### config.mk
export PLATFORM = sky130hd
export DESIGN_NAME = trk_lock_ctrl
export DESIGN_NICKNAME = d
export VERILOG_FILES = /design/src/rtl/trk_lock_ctrl.sv
export SDC_FILE = /design/constraint.sdc
export NUM_CORES = 1
export LEC_CHECK = 0
export ABC_AREA = 1
export CAP_MARGIN = 20
export CORE_ASPECT_RATIO = 1.4
export CORE_MARGIN = 2
export CORE_UTILIZATION = 45
export CTS_CLUSTER_SIZE = 28
export DETAILED_ROUTE_END_ITERATION = 16
export PLACE_DENSITY_LB_ADDON = 0.2
export SLEW_MARGIN = 10
export SYNTH_ARGS = -nofsm -noshare
export SYNTH_HDL_FRONTEND = slang
export SYNTH_SLANG_ARGS = --single-unit
### constraint.sdc
create_clock -name rx_clk -period 3.7 [get_ports rx_clk]
set_input_delay 0.555 -clock rx_clk [delete_from_list [all_inputs] [get_ports rx_clk]]
set_output_delay 0.555 -clock rx_clk [all_outputs]
set_load 0.05 [all_outputs]
### src/rtl/trk_lock_ctrl.sv
// -----------------------------------------------------------------------------
// trk_lock_ctrl
//
// Sequencer for one B1 BOC tracking channel.
//  - Requests acquisition and holds the tracking datapath in reset until the
//    acquisition engine reports a code phase.
//  - Releases tracking reset on the clock where the local PRN generator phase
//    equals the acquired phase (or gives up after ALIGN_TMO cycles).
//  - Ignores lock decisions for PULLIN_EPOCHS epochs while the loops settle.
//  - Runs a prompt I/Q up/down lock detector once per PRN epoch. When the
//    counter is already empty and another bad epoch arrives, the channel drops
//    back to acquisition.
//
// Ports
//  rx_clk        in   system clock
//  rx_rst        in   synchronous active-high reset
//  rx_thr        in   unsigned |I| lock threshold, sampled with rx_prn_sop
//  rx_acq_suc    in   acquisition success pulse
//  rx_acq_phs    in   acquired code phase, valid with rx_acq_suc
//  rx_prn_phs    in   current phase of the tracking PRN generator
//  rx_prn_sop    in   PRN epoch start; prompt accumulations valid this cycle
//  rx_acc_pi     in   signed prompt I accumulation of the last epoch
//  rx_acc_pq     in   signed prompt Q accumulation of the last epoch
//  tx_trk_rst    out  reset to tracking datapath / loop filter
//  tx_acq_start  out  level request to the acquisition engine
//  tx_trk_lock   out  channel locked
//  tx_state      out  FSM state code (IDLE=0 ACQ=1 ALIGN=2 PULLIN=3 TRACK=4)
//
// All outputs are registered. The output flops are loaded from the decode of
// the next state, so they change on the same edge as tx_state.
// -----------------------------------------------------------------------------
module trk_lock_ctrl #(
    parameter int PRN_PHS_WIDTH = 12,
    parameter int ACC_WIDTH     = 24,
    parameter int PULLIN_EPOCHS = 200,
    parameter int LOCK_MAX      = 63,
    parameter int LOCK_ON       = 40,
    parameter int ALIGN_TMO     = 65535
) (
    input  logic                     rx_clk,
    input  logic                     rx_rst,
    input  logic [ACC_WIDTH-1:0]     rx_thr,
    input  logic                     rx_acq_suc,
    input  logic [PRN_PHS_WIDTH-1:0] rx_acq_phs,
    input  logic [PRN_PHS_WIDTH-1:0] rx_prn_phs,
    input  logic                     rx_prn_sop,
    input  logic [ACC_WIDTH-1:0]     rx_acc_pi,
    input  logic [ACC_WIDTH-1:0]     rx_acc_pq,
    output logic                     tx_trk_rst,
    output logic                     tx_acq_start,
    output logic                     tx_trk_lock,
    output logic [2:0]               tx_state
);

    typedef enum logic [2:0] {
        ST_IDLE   = 3'd0,
        ST_ACQ    = 3'd1,
        ST_ALIGN  = 3'd2,
        ST_PULLIN = 3'd3,
        ST_TRACK  = 3'd4
    } state_t;

    // Counter widths: each counter only has to reach its terminal value.
    localparam int TMO_W = (ALIGN_TMO > 1)     ? $clog2(ALIGN_TMO)     : 1;
    localparam int PE_W  = (PULLIN_EPOCHS > 1) ? $clog2(PULLIN_EPOCHS) : 1;
    localparam int LC_W  = $clog2(LOCK_MAX + 1);

    localparam logic [TMO_W-1:0] TMO_LAST = TMO_W'(ALIGN_TMO - 1);
    localparam logic [PE_W-1:0]  PE_LAST  = PE_W'(PULLIN_EPOCHS - 1);
    localparam logic [LC_W-1:0]  LC_MAX   = LC_W'(LOCK_MAX);
    localparam logic [LC_W-1:0]  LC_ON    = LC_W'(LOCK_ON);

    localparam logic [ACC_WIDTH-1:0] ACC_MIN = {1'b1, {(ACC_WIDTH-1){1'b0}}};
    localparam logic [ACC_WIDTH-1:0] ACC_MAX = {1'b0, {(ACC_WIDTH-1){1'b1}}};

    // |v| of a two's complement value. The most negative value has no
    // positive counterpart, so it is clamped to the largest positive one.
    function automatic logic [ACC_WIDTH-1:0] sat_abs(input logic [ACC_WIDTH-1:0] v);
        logic [ACC_WIDTH-1:0] r;
        if (v == ACC_MIN) begin
            r = ACC_MAX;
        end else if (v[ACC_WIDTH-1]) begin
            r = -v;
        end else begin
            r = v;
        end
        return r;
    endfunction

    state_t                   state_q, state_d;
    logic [PRN_PHS_WIDTH-1:0] phs_q, phs_d;
    logic [TMO_W-1:0]         tmo_q, tmo_d;
    logic [PE_W-1:0]          pe_q, pe_d;
    logic [LC_W-1:0]          lc_q, lc_d;
    logic                     trk_rst_q, trk_rst_d;
    logic                     acq_start_q, acq_start_d;
    logic                     lock_q, lock_d;

    logic [ACC_WIDTH-1:0]     abs_i;
    logic [ACC_WIDTH-1:0]     abs_q;
    logic                     epoch_good;

    assign abs_i      = sat_abs(rx_acc_pi);
    assign abs_q      = sat_abs(rx_acc_pq);
    assign epoch_good = (abs_i >= rx_thr) && (abs_i > abs_q);

    always_comb begin
        state_d = state_q;
        phs_d   = phs_q;
        tmo_d   = tmo_q;
        pe_d    = pe_q;
        lc_d    = lc_q;
        lock_d  = lock_q;

        case (state_q)
            ST_IDLE: begin
                state_d = ST_ACQ;
            end

            ST_ACQ: begin
                if (rx_acq_suc) begin
                    phs_d   = rx_acq_phs;
                    tmo_d   = '0;
                    state_d = ST_ALIGN;
                end
            end

            ST_ALIGN: begin
                tmo_d = tmo_q + TMO_W'(1);
                // Phase match is tested first so a match on the last
                // permitted cycle still proceeds to PULLIN.
                if (rx_prn_phs == phs_q) begin
                    pe_d    = '0;
                    state_d = ST_PULLIN;
                end else if (tmo_q == TMO_LAST) begin
                    state_d = ST_ACQ;
                end
            end

            ST_PULLIN: begin
                if (rx_prn_sop) begin
                    if (pe_q == PE_LAST) begin
                        lc_d    = '0;
                        state_d = ST_TRACK;
                    end else begin
                        pe_d = pe_q + PE_W'(1);
                    end
                end
            end

            ST_TRACK: begin
                if (rx_prn_sop) begin
                    if (epoch_good) begin
                        lc_d   = (lc_q == LC_MAX) ? lc_q : lc_q + LC_W'(1);
                        lock_d = (lc_d >= LC_ON);
                    end else if (lc_q == '0) begin
                        // Counter already empty: lock is lost.
                        lock_d  = 1'b0;
                        state_d = ST_ACQ;
                    end else begin
                        lc_d   = lc_q - LC_W'(1);
                        lock_d = (lc_d >= LC_ON);
                    end
                end
            end

            default: begin
                state_d = ST_IDLE;
            end
        endcase

        // Tracking runs only in PULLIN and TRACK; acquisition is requested
        // only while in ACQ.
        trk_rst_d   = !((state_d == ST_PULLIN) || (state_d == ST_TRACK));
        acq_start_d = (state_d == ST_ACQ);
    end

    always_ff @(posedge rx_clk) begin
        if (rx_rst) begin
            state_q     <= ST_IDLE;
            phs_q       <= '0;
            tmo_q       <= '0;
            pe_q        <= '0;
            lc_q        <= '0;
            trk_rst_q   <= 1'b1;
            acq_start_q <= 1'b0;
            lock_q      <= 1'b0;
        end else begin
            state_q     <= state_d;
            phs_q       <= phs_d;
            tmo_q       <= tmo_d;
            pe_q        <= pe_d;
            lc_q        <= lc_d;
            trk_rst_q   <= trk_rst_d;
            acq_start_q <= acq_start_d;
            lock_q      <= lock_d;
        end
    end

    assign tx_trk_rst   = trk_rst_q;
    assign tx_acq_start = acq_start_q;
    assign tx_trk_lock  = lock_q;
    assign tx_state     = state_q;

endmodule

* Yosys cells after proc, flatten, opt, wreduce, memory -nomap -nowiden
Index checks and enable logic that the tools add are counted.
W data, S select, Z words.
** Word-level totals
- Flip-flop bits (word level) :: 48
- Bits in latches :: 0
- Bits in writable memories :: 0
- Bits in read-only memories :: 0
- Input port bits :: 100
- Logic and storage cells :: 79
- Memories :: 0
** Cells by class
- $add $sub $neg :: 6
- Multipliers :: 0
- Div/mod/pow operators :: 0
- $lt $le $gt $ge :: 4
- Equal/unequal tests :: 20
- Shift-type cells :: 0
- Muxes and demuxes :: 28
- Bitwise logic cells :: 0
- Reduce and logical (&&, ||, !) cells :: 13
** Operators by type and width (number)
- $mux W24 :: 4
- $eq A24 B24 Y1 const B :: 2
- $neg A24 Y24 :: 2
- $mux W6 :: 6
- $pmux W16 S2 :: 1
- $ge A24 B24 Y1 :: 1
- $gt A24 B24 Y1 :: 1
- $mux W3 :: 8
- $mux W8 :: 3
- $add A16 B1 Y16 const B :: 1
- $eq A16 B16 Y1 const B :: 1
- $mux W16 :: 1
- $pmux W8 S2 :: 1
- $pmux W3 S5 :: 1
- $eq A12 B12 Y1 :: 1
- $ge A6 B6 Y1 const B :: 2
- $ne A2 B2 Y1 const B :: 6
- $pmux W6 S2 :: 1
- $eq A3 B2 Y1 const B :: 3
- $add A8 B1 Y8 const B :: 1
- $eq A8 B8 Y1 const B :: 1
- $add A6 B1 Y6 const B :: 1
- $eq A3 B1 Y1 const B :: 2
- $eq A3 B3 Y1 const B :: 2
- 13 further kinds :: 18

* Logic depth before layout (Yosys ltp)
Gate-level depths: netlist of the first run.
- Depth in word-level cells :: 11
- Gate-level depth with buffers :: 27
- Mapped depth without buffers :: 27

* Worst setup path before layout of the first run
OpenSTA, ideal clock, no wires.
- Path kind :: input port to flip-flop
- From :: input rx_acc_pq[0]
- To :: register lc_q[3]
- Setup time :: 115 ps
- Arrival time :: 3179 ps
- Required time :: 3585 ps
- Path slack :: 406 ps
- Stages :: 26
- Buffers on the path :: 0
- Cell sequence :: inv_1 > ha_1 > inv_1 > nor4_2 > nand2_1 > nor3_2 > nand2_1 > nor2_1 > nand2_1 > nand2_1 > xor2_1 > nor2_1 > ha_1 > nand2_1 > nor2_1 > nand2_1 > nor2_1 > nand2_1 > nand3_2 > nand3_2 > nand2_1 > nand2_1 > nand2_2 > o21ai_0 > inv_1 > nor2_1
** On the way
- Word-level cells in the longest chain between the ends :: 8
- Elaborated cells between the ends (all ways) :: 11
** Ends and longest elaborated chain
- from (decl) :: RTL line 48 : input logic [ACC_WIDTH-1:0] rx_acc_pq,
- $neg A24 Y24 :: RTL line 83 : r = -v;
- $mux W24 :: RTL line 82 : end else if (v[ACC_WIDTH-1]) begin
- $mux W24 * :: RTL line 80 : if (v == ACC_MIN) begin
- $gt A24 B24 Y1 * :: RTL line 105 : assign epoch_good = (abs_i >= rx_thr) && (abs_i > abs_q);
- $logic_and A1 B1 Y1 * :: RTL line 105
- $mux W6 :: RTL line 153 : if (epoch_good) begin
- $mux W6 :: RTL line 152 : if (rx_prn_sop) begin
- $pmux W6 S2 :: RTL line 115 : case (state_q)
- to (signal assigned) :: RTL line 193 : lc_q <= lc_d;
- to (decl) :: RTL line 94 : logic [LC_W-1:0] lc_q, lc_d;
Every way passes the cells marked *; elsewhere a longest branch is shown, timed or not. The select of a mux whose other input is x is not followed.
A chain may end at the register's enable or synchronous reset.

* Final worst setup path of the first run
- From :: input rx_acc_pi[1]
- To :: register lc_q[5]
** On the way
- Word-level cells in the longest chain between the ends :: 8
- Elaborated cells between the ends (all ways) :: 12
** Ends and longest elaborated chain
- from (decl) :: RTL line 47 : input logic [ACC_WIDTH-1:0] rx_acc_pi,
- $neg A24 Y24 :: RTL line 83
- $mux W24 :: RTL line 82
- $mux W24 * :: RTL line 80
- $ge A24 B24 Y1 / $gt A24 B24 Y1 (equally long branches) :: RTL line 105
- $logic_and A1 B1 Y1 * :: RTL line 105
- $mux W6 :: RTL line 153
- $mux W6 :: RTL line 152
- $pmux W6 S2 :: RTL line 115
Marks and branches as above.

==> results of run 1 <==
## how the worst min path moves through the flow
stage	end	slack (ns)	startpoint	cells after the start
after CTS	tmo_q[14]	0.49	tmo_q[14]	2
final	tmo_q[14]	0.49	tmo_q[14]	2
after global placement	tmo_q[14]	0.47	tmo_q[14]	2
after global routing	tmo_q[9]	0.50	tmo_q[9]	2
after floorplan	tmo_q[15]	0.45	tmo_q[15]	1
after detailed placement	tmo_q[14]	0.48	tmo_q[14]	2
## state kept, by name, indices dropped and copies added (netlist names)
register	cells
lc_q	6
tx_trk_rst	1
tx_trk_lock	1
tmo_q	16
phs_q	12
tx_state	3
pe_q	8
tx_acq_start	1
## power groups by stage
stage / combinational (W) / clock [W] / sequential [W]
floorplan: 0.000327 / 0 / 0.000565
global placement: 0.000606 / 0 / 0.000554
detailed placement: 0.000613 / 0 / 0.000554
CTS: 0.000627 / 0.000461 / 0.000542
global route: 0.000727 / 0.000481 / 0.000544
finish: 0.000646 / 0.000449 / 0.000543
## stage by stage
| step | hold WS [ns] | instance area (um2) | cells |
|---|---|---|---|
| 6_report | 0.4862 | 7626 | 1189 |
| 5_1_grt | 0.5018 | 7626 | 1189 |
| 4_1_cts | 0.4856 | 7412 | 1181 |
| 3_5_place_dp | 0.4758 | 7149 | 1166 |
| 3_3_place_gp | 0.4693 | 7149 | 1166 |
| 2_1_floorplan | 0.4468 | 5375 | 849 |
## timing repair
item / 4_1_cts / 5_1_grt
setup endpoints to repair: 11 / 11
hold buffers: 0 / 0
buffers inserted: 6 / 7
resized for setup: 23 / 59
gates cloned: 1 / 1
pin swaps: 19 / 39
## cell usage in the layout (no fill, tap or decap), types with 4 or more instances in the layout
cell type                         instances
sky130_fd_sc_hd__nand2_1                186
sky130_fd_sc_hd__nor2_1                 114
sky130_fd_sc_hd__inv_1                  109
sky130_fd_sc_hd__buf_4                   94
sky130_fd_sc_hd__clkdlybuf4s50_1         88
sky130_fd_sc_hd__ha_1                    50
sky130_fd_sc_hd__dfxtp_1                 48
sky130_fd_sc_hd__a21oi_1                 35
sky130_fd_sc_hd__o21ai_0                 30
sky130_fd_sc_hd__xor2_1                  28
sky130_fd_sc_hd__xnor2_1                 23
sky130_fd_sc_hd__nand3_1                 23
sky130_fd_sc_hd__nand4_1                 17
sky130_fd_sc_hd__nor3_1                  16
sky130_fd_sc_hd__o21ai_1                 15
sky130_fd_sc_hd__inv_2                   14
sky130_fd_sc_hd__nand2_2                 13
sky130_fd_sc_hd__nor2_2                  12
sky130_fd_sc_hd__dlymetal6s2s_1          11
sky130_fd_sc_hd__nand3_2                 10
sky130_fd_sc_hd__a211oi_1                 9
sky130_fd_sc_hd__nor3_2                   8
sky130_fd_sc_hd__nor2_4                   7
sky130_fd_sc_hd__nor3_4                   6
sky130_fd_sc_hd__o211ai_1                 5
sky130_fd_sc_hd__or2_2                    5
sky130_fd_sc_hd__clkbuf_16                5
sky130_fd_sc_hd__nor4_2                   4
sky130_fd_sc_hd__nand3b_1                 4
sky130_fd_sc_hd__a21boi_1                 4
sky130_fd_sc_hd__a21o_1                   4
sky130_fd_sc_hd__ha_4                     4
sky130_fd_sc_hd__buf_6                    4
sky130_fd_sc_hd__clkbuf_2                 4
## final cells by class
type,count,area share (%)
inverters,123,6.054
multi-input cells,661,53.52
well taps,147,2.412
clock buffers,5,1.641
clock inverters,3,0.2461
repair buffers,202,23.53
flip-flops and latches,48,12.60
## critical path, stage by stage
cell and delay (ns):
sky130_fd_sc_hd__buf_6 0.10, sky130_fd_sc_hd__nor3_4 0.20, sky130_fd_sc_hd__nand2_2 0.10, sky130_fd_sc_hd__nor3_4 0.20, sky130_fd_sc_hd__nand3_2 0.13, sky130_fd_sc_hd__nor2_4 0.14, sky130_fd_sc_hd__nand2_2 0.08, sky130_fd_sc_hd__nor3_4 0.26
sky130_fd_sc_hd__nand3_2 0.11, sky130_fd_sc_hd__nand3_1 0.11, sky130_fd_sc_hd__nand3_2 0.12, sky130_fd_sc_hd__ha_1 0.32, sky130_fd_sc_hd__nand2_1 0.07, sky130_fd_sc_hd__nor2_2 0.12, sky130_fd_sc_hd__nand2_2 0.10, sky130_fd_sc_hd__nor2_4 0.14
sky130_fd_sc_hd__nand2_2 0.07, sky130_fd_sc_hd__nand3_2 0.08, sky130_fd_sc_hd__nand3_4 0.12, sky130_fd_sc_hd__buf_6 0.14, sky130_fd_sc_hd__buf_4 0.13, sky130_fd_sc_hd__o21ai_0 0.18, sky130_fd_sc_hd__o21ai_1 0.08, sky130_fd_sc_hd__inv_1 0.05
sky130_fd_sc_hd__nor2_1 0.03
## metal layers
metal  routed length, um  part of all wire [%]  up-vias  global-route usage, %
met3                 497                   3.5       18                  2.262
met4                 289                   2.0        0                  6.573
li1                    -                     -     3144                      -
met2                7718                    54      125                  43.21
met5                   0                     0        -                      0
met1                5811                    41     2643                  22.92
## cells by family after synthesis
group / share of synthesized area [%]
AO/OA/AOI/OAI: 13.78
buffers and inverters: 10.15
flip-flops: 17.88
XOR/XNOR: 8.310
AND/OR/NAND/NOR: 37.08
adder cells (fa/ha/maj): 12.80
==> results_tabular.tex, run 1 <==
\begin{tabular}{lr}
\hline
Metric & Value \\
\hline
\multicolumn{2}{l}{\textbf{Setup path}} \\
Required time worst endpoint & between 3 and 4 ns \\
Startpoint of the worst register-to-register path & tx\_state[1] \\
Arr. time, crit path & 3.76 ns \\
Crit Path Class & input pin to register \\
Worst setup slack for register-to-register paths & about 1.6 ns \\
RR Endpoint & tmo\_q[14] \\
Kind of end point of the critical path & register \\
Startpoint class of the critical path & input pin \\
Critical Path Sink & lc\_q[5] \\
Worst Setup SP & rx\_acc\_pi[1] \\
R2R depth & 8 \\
Critical-path maximum fanout & 5 \\
\multicolumn{2}{l}{\textbf{Cells and area}} \\
Footprint of the multi-input gates & 4081 um2 \\
Post-layout utilization of the core & around two thirds \\
Layout cells sized above 1 & about 20\% \\
Area added between synthesis and finish & 41.88\% \\
Number of diodes added for antenna fixing & 0 \\
Layout filler cell count & 1,024 \\
Net count reported at finish & 1,196 \\
FF+latch area & 960.9 um2 \\
\multicolumn{2}{l}{\textbf{Logic synthesis}} \\
Distinct cell type count of the synthesized netlist & 44 \\
Synth top area cells & sky130\_fd\_sc\_hd\_\_dfxtp\_1, sky130\_fd\_sc\_hd\_\_nand2\_1, sky130\_fd\_sc\_hd\_\_ha\_1, sky130\_fd\_sc\_hd\_\_nor2\_1, sky130\_fd\_sc\_hd\_\_inv\_1 \\
Count of flip-flops with a built-in enable after synthesis & 0 \\
Top-count cell post-synth & sky130\_fd\_sc\_hd\_\_nand2\_1 \\
Post-synthesis sequential area ratio & 17.88\% \\
Mean instance size in the synthesized netlist & 6.331 um2 \\
Number of warnings reported in the yosys synthesis log & 0 \\
Library cell occupying the most area in the post-synthesis netlist & sky130\_fd\_sc\_hd\_\_dfxtp\_1 \\
Net count of the mapped netlist & 1,004 \\
Most common flop cell mapped by yosys & sky130\_fd\_sc\_hd\_\_dfxtp\_1 \\
Synth top area share & 17.88\% \\
Gate Count Post-Synth & $\sim$850 \\
Total of flip-flops plus latches after synthesis & 48 \\
Most used standard cells in the synthesized netlist & sky130\_fd\_sc\_hd\_\_nand2\_1, sky130\_fd\_sc\_hd\_\_nor2\_1, sky130\_fd\_sc\_hd\_\_inv\_1 \\
Syn Std Cell Area & approximately 5400 um2 \\
Synth async-reset ratio & 0\% \\
\multicolumn{2}{l}{\textbf{Place}} \\
Worst setup timing slack at the placement stage & -0.4654 ns \\
I/O Buffers & 105 \\
Global placer's final weighted congestion & 0.9016 \\
Post-detailed-placement half-perimeter wirelength & about 11 mm \\
\multicolumn{2}{l}{\textbf{Power}} \\
Combinational Power Share & 39.4\% \\
Leakage power figure & between 3 and 4 nW \\
Worst IR drop on VDD & 0.3843 mV \\
Switching power of the nets & 0.0005354 W \\
Net Sw Frac & between 30\% and 40\% \\
Pwr Density & 214.8 nW/um2 \\
Total design power & 0.001638 W \\
Part of the total power dissipated in the clock network & between 20\% and 30\% \\
Sequential share of power & 33.1\% \\
Cell-internal power & 0.001102 W \\
\multicolumn{2}{l}{\textbf{Floorplan}} \\
Die Area & 12,850 um2 \\
Effective utilization at floorplan & 45.70\% \\
Chip width & just under 100 um \\
Top-Level Pins & roughly 110 \\
Number of cell rows & 47 \\
Core Box Area & 11,760 um2 \\
DIE HEIGHT & 133.3 um \\
\multicolumn{2}{l}{\textbf{Detailed routing}} \\
DRT antenna net count & 0 \\
Final routed DRC violation total & 0 \\
Via total after detailed routing & between 5,000 and 6,000 \\
Final wirelength & 14.32 mm \\
Via-to-Cell Ratio & 4.987 \\
Detailed Route Iter0 Violations & 154 \\
Routed wire per std cell & 12.04 um \\
First-pass DRT Iterations & 4 \\
\multicolumn{2}{l}{\textbf{Flow run}} \\
Count of max-cap constraint violations & 0 \\
\multicolumn{2}{l}{\textbf{Timing}} \\
Final-report setup violation count & 0 \\
Max transition margin & 59.73\% \\
Final worst path period share & 96.69\% \\
Final Worst Setup Slack & about 0.12 ns \\
Slew @ Worst Pin & 0.6033 ns \\
Final number of hold-violating endpoints & 0 \\
Unrepaired setup endpoints after global routing & true \\
Fmax & 0.2795 GHz \\
Final Slew Violations & 0 \\
Setup Total Neg Slack & 0 ns \\
Worst clock skew & around 0.0041 ns \\
Period minus WS final & 3.577 ns \\
\multicolumn{2}{l}{\textbf{Global route}} \\
Number of global-route vias before repair & 5,608 \\
Total overflow reported by the global router & 0 \\
Pin count of the biggest net entering global routing & 27 \\
Number of antenna violations at the first check in global routing & 0 \\
Tot GR Track Use & 21.74\% \\
Wire length of the first global-routing pass & 22.98 mm \\
\multicolumn{2}{l}{\textbf{CTS}} \\
TritonCTS clock tree & done \\
Clock transition at path regs & roughly 0.070 ns \\
Clock buffer count from CTS & 5 \\
Deepest level of the CTS H-tree & 2 \\
CTS sink cnt & 48 \\
Cell at the root of the clock tree & sky130\_fd\_sc\_hd\_\_clkbuf\_16 \\
Skew-Pair Late Insertion Delay & 0.29 ns \\
Clock Tree Buf Depth & 2 \\
\multicolumn{2}{l}{\textbf{Min path}} \\
Class of the most critical hold timing path & register to register \\
\multicolumn{2}{l}{\textbf{Outcome}} \\
Outcome & finished clean \\
\hline
\end{tabular}
Power figures use the tool's default switching activity.
==> run 2: changes to the inputs <==
Settings changed: CORE_MARGIN 2 to 8, SKIP_LAST_GASP set to 1.
==> run 2 against run 1 <==
Count of clock-buffer cells in the layout unchanged. Sequential power about the same. Critical path depth did not move. Cell area grew 3.8%. Non-clock buffer count increased by 6. Worst setup slack improved by 0.016 ns. Worst hold slack got worse by 0.0035 ns. Via count grew 0.39%. Global-route usage down 3.0 points. Wire length is 9.7% higher.
==> results_tabular.tex, run 2 (synthesized netlist as in run 1, its figures left out) <==
\begin{tabular}{lr}
\hline
Metric & Value \\
\hline
\multicolumn{2}{l}{\textbf{Outcome}} \\
Outcome & finished clean \\
\multicolumn{2}{l}{\textbf{Cells and area}} \\
Final instance count without filler cells & 1,197 (+0.67\%) \\
Register with the most flip-flops & tmo\_q \\
FF+latch area & 960.9 um2 (unchanged) \\
Number of diodes added for antenna fixing & 0 (unchanged) \\
Layout Cell Area excl Fill & 7919 um2 (+3.8\%) \\
Most common library cell in the layout ignoring fill and taps & sky130\_fd\_sc\_hd\_\_nand2\_1 \\
Layout cells sized above 1 & 23.43\% (+3.6 points) \\
Registers with the most flip-flops & tmo\_q (16), phs\_q (12), pe\_q (8) \\
Post-layout utilization of the core & 67.33\% (+2.5 points) \\
Net count reported at finish & 1,204 (+0.67\%) \\
Area added between synthesis and finish & 47.32\% \\
Commonest non-fill, non-tap cells in the layout & sky130\_fd\_sc\_hd\_\_nand2\_1, sky130\_fd\_sc\_hd\_\_inv\_1, sky130\_fd\_sc\_hd\_\_nor2\_1 \\
Largest register FFs & 16 (unchanged) \\
Layout filler cell count & 1,050 (+2.5\%) \\
Footprint of the multi-input gates & 4269 um2 (+4.6\%) \\
\multicolumn{2}{l}{\textbf{Power}} \\
Total design power & 0.001751 W (+6.9\%) \\
Pwr Density & 221.2 nW/um2 (+3.0\%) \\
Worst IR drop on VDD & 0.3537 mV (-8.0\%) \\
Leakage power figure & 3.727 nW (+2.7\%) \\
\multicolumn{2}{l}{\textbf{Setup path}} \\
Startpoint class of the critical path & input pin \\
Required time worst endpoint & 3.86 ns (-0.02 ns) \\
Crit Path Class & input pin to register \\
R2R depth & 8 (unchanged) \\
Arr. time, crit path & 3.72 ns (-0.04 ns) \\
Slowest stage cell on the critical path & sky130\_fd\_sc\_hd\_\_clkdlybuf4s50\_1 \\
Kind of end point of the critical path & register \\
Delay of the slowest cell on the worst path & 0.49 ns (+0.17 ns) \\
Cell repeated most along the worst path & sky130\_fd\_sc\_hd\_\_nand2\_1 \\
Critical-path maximum fanout & 7 (+2) \\
\multicolumn{2}{l}{\textbf{Detailed routing}} \\
Met3 WL & 793 um (+60\%) \\
Final wirelength & 15.71 mm (+9.7\%) \\
Via total after detailed routing & 5,953 (+0.39\%) \\
DRT antenna net count & 0 (unchanged) \\
Final routed DRC violation total & 0 (unchanged) \\
First-pass DRT Iterations & 4 (unchanged) \\
WL met1 & 6.276 mm (+8.0\%) \\
Via-to-Cell Ratio & 4.973 (-0.28\%) \\
Top layer reached by signal wires & met4 \\
Met2 routed wirelength & 8.208 mm (+6.3\%) \\
Routed wire per std cell & 13.12 um (+9.0\%) \\
Detailed Route Iter0 Violations & 134 (-13\%) \\
\multicolumn{2}{l}{\textbf{CTS}} \\
Deepest level of the CTS H-tree & 2 (unchanged) \\
Hold buffer count at CTS & 0 (unchanged) \\
CTS sink cnt & 48 (unchanged) \\
Skew-Pair Late Insertion Delay & 0.29 ns (about the same) \\
Clock transition at path regs & 0.06 ns (about the same) \\
Cell at the root of the clock tree & sky130\_fd\_sc\_hd\_\_clkbuf\_16 \\
Clock Tree Buf Depth & 2 (unchanged) \\
Clock buffer count from CTS & 5 (unchanged) \\
TritonCTS clock tree & done \\
\multicolumn{2}{l}{\textbf{Timing}} \\
Slew @ Worst Pin & 0.5966 ns (-0.006678 ns) \\
Final-report setup violation count & 0 (unchanged) \\
Fmax & 0.2808 GHz (+0.44\%) \\
Worst clock skew & 0.003836 ns (-0.0003061 ns) \\
Unrepaired setup endpoints after global routing & true \\
Final worst path period share & 96.26\% (-0.43 points) \\
Max transition margin & 60.18\% (+0.45 points) \\
Final Slew Violations & 0 (unchanged) \\
Final number of hold-violating endpoints & 0 (unchanged) \\
Period minus WS final & 3.562 ns (-0.01575 ns) \\
\multicolumn{2}{l}{\textbf{Global route}} \\
Tot GR Track Use & 18.69\% (-3.0 points) \\
Number of antenna violations at the first check in global routing & 0 (unchanged) \\
Number of global-route vias before repair & 5,715 (+1.9\%) \\
Wire length of the first global-routing pass & 25.08 mm (+9.1\%) \\
Pin count of the biggest net entering global routing & 27 (unchanged) \\
Total overflow reported by the global router & 0 (unchanged) \\
\multicolumn{2}{l}{\textbf{Floorplan}} \\
Core Box Area & 11,760 um2 (unchanged) \\
Top-Level Pins & 106 (unchanged) \\
Effective utilization at floorplan & 45.70\% (unchanged) \\
Chip width & 108.4 um (+12\%) \\
DIE HEIGHT & 145.3 um (+9.0\%) \\
Number of cell rows & 47 (unchanged) \\
Die Area & 15,750 um2 (+23\%) \\
\multicolumn{2}{l}{\textbf{Min path}} \\
Class of the most critical hold timing path & register to register \\
Depth of the worst hold-timing path & 2 (unchanged) \\
\multicolumn{2}{l}{\textbf{Place}} \\
Global placer's final weighted congestion & 0.8847 (-1.9\%) \\
I/O Buffers & 105 (unchanged) \\
Standard cell area after detailed placement & 7142 um2 (-0.11\%) \\
Post-detailed-placement half-perimeter wirelength & 12.01 mm (+5.7\%) \\
Cell count after placement & 1,165 (-0.086\%) \\
\multicolumn{2}{l}{\textbf{Flow run}} \\
Count of max-cap constraint violations & 0 (unchanged) \\
\hline
\end{tabular}
[run 2: cell count changes in the layout (fill, tap and decap cells not counted), sizes merged]
cell | previous run | this run
clkdlybuf4s50 | 88 | 86
clkinvlp | 0 | 1
bufinv | 0 | 1
nand3 | 35 | 36
clkinv | 3 | 1
dlygate4sd2 | 0 | 1
nand2 | 200 | 201
clkbuf | 9 | 7
clkdlybuf4s15 | 0 | 3
buf | 99 | 105
[run 2: critical path, delay by kind of cell]
kind | cells | cell delay, ns
buffers and inverters | 5 | 0.88
and+or+nand+nor | 18 | 1.90
adders and majority gates | 1 | 0.31
AOI/OAI and AO/OA | 1 | 0.08
[run 2: routing by layer]
metal | vias up | GRT usage, %
li1 | 3166 | -
met1 | 2634 | 20.95
met2 | 128 | 34.17
met3 | 25 | 2.926
met4 | 0 | 6.323
met5 | - | 0
[run 2: stage by stage]
step | setup slack, ns | hold WS (ns) | TNS (ns)
6_report | 0.1383 | 0.4827 | 0
5_1_grt | -0.1326 | 0.5125 | -0.7258
2_1_floorplan | 0.4060 | 0.4468 | 0
3_3_place_gp | -0.4583 | 0.4704 | -4.206
4_1_cts | 0.007875 | 0.4866 | 0
3_5_place_dp | -0.5429 | 0.4729 | -4.882
[run 2: area by class of cell]
class | instances | area share [%]
multi-input cells | 663 | 53.91
repair buffers | 208 | 23.53
flip-flops and latches | 48 | 12.13
inverters | 123 | 5.988
well taps | 147 | 2.323
clock buffers | 5 | 1.580
clock inverters | 3 | 0.5372
[run 2: what timing repair did]
item	4_1_cts	5_1_grt
setup buffers	6	14
pin swaps	18	69
cloned	3	2
resized for setup	25	113
setup endpoints to repair	10	11
[run 2: path summary, 6_finish.rpt]
| path | slack, ns | end | start |
|---|---|---|---|
| worst max register to register | 1.67 | tmo_q[14] | tx_state[1] |
| worst min-delay path | 0.48 | tmo_q[14] | tmo_q[14] |
| worst max-delay path | 0.14 | tx_trk_rst | rx_acc_pq[13] |
| worst min register to register | 0.48 | tmo_q[14] | tmo_q[14] |
[run 2: power by group]
group	internal, W	leakage (nW)	total, W	switching, W
Combinational	0.000339	3.26	0.000687	0.000347
Sequential	0.000531	0.389	0.000542	0.0000112
Clock	0.000318	0.0798	0.000522	0.000204
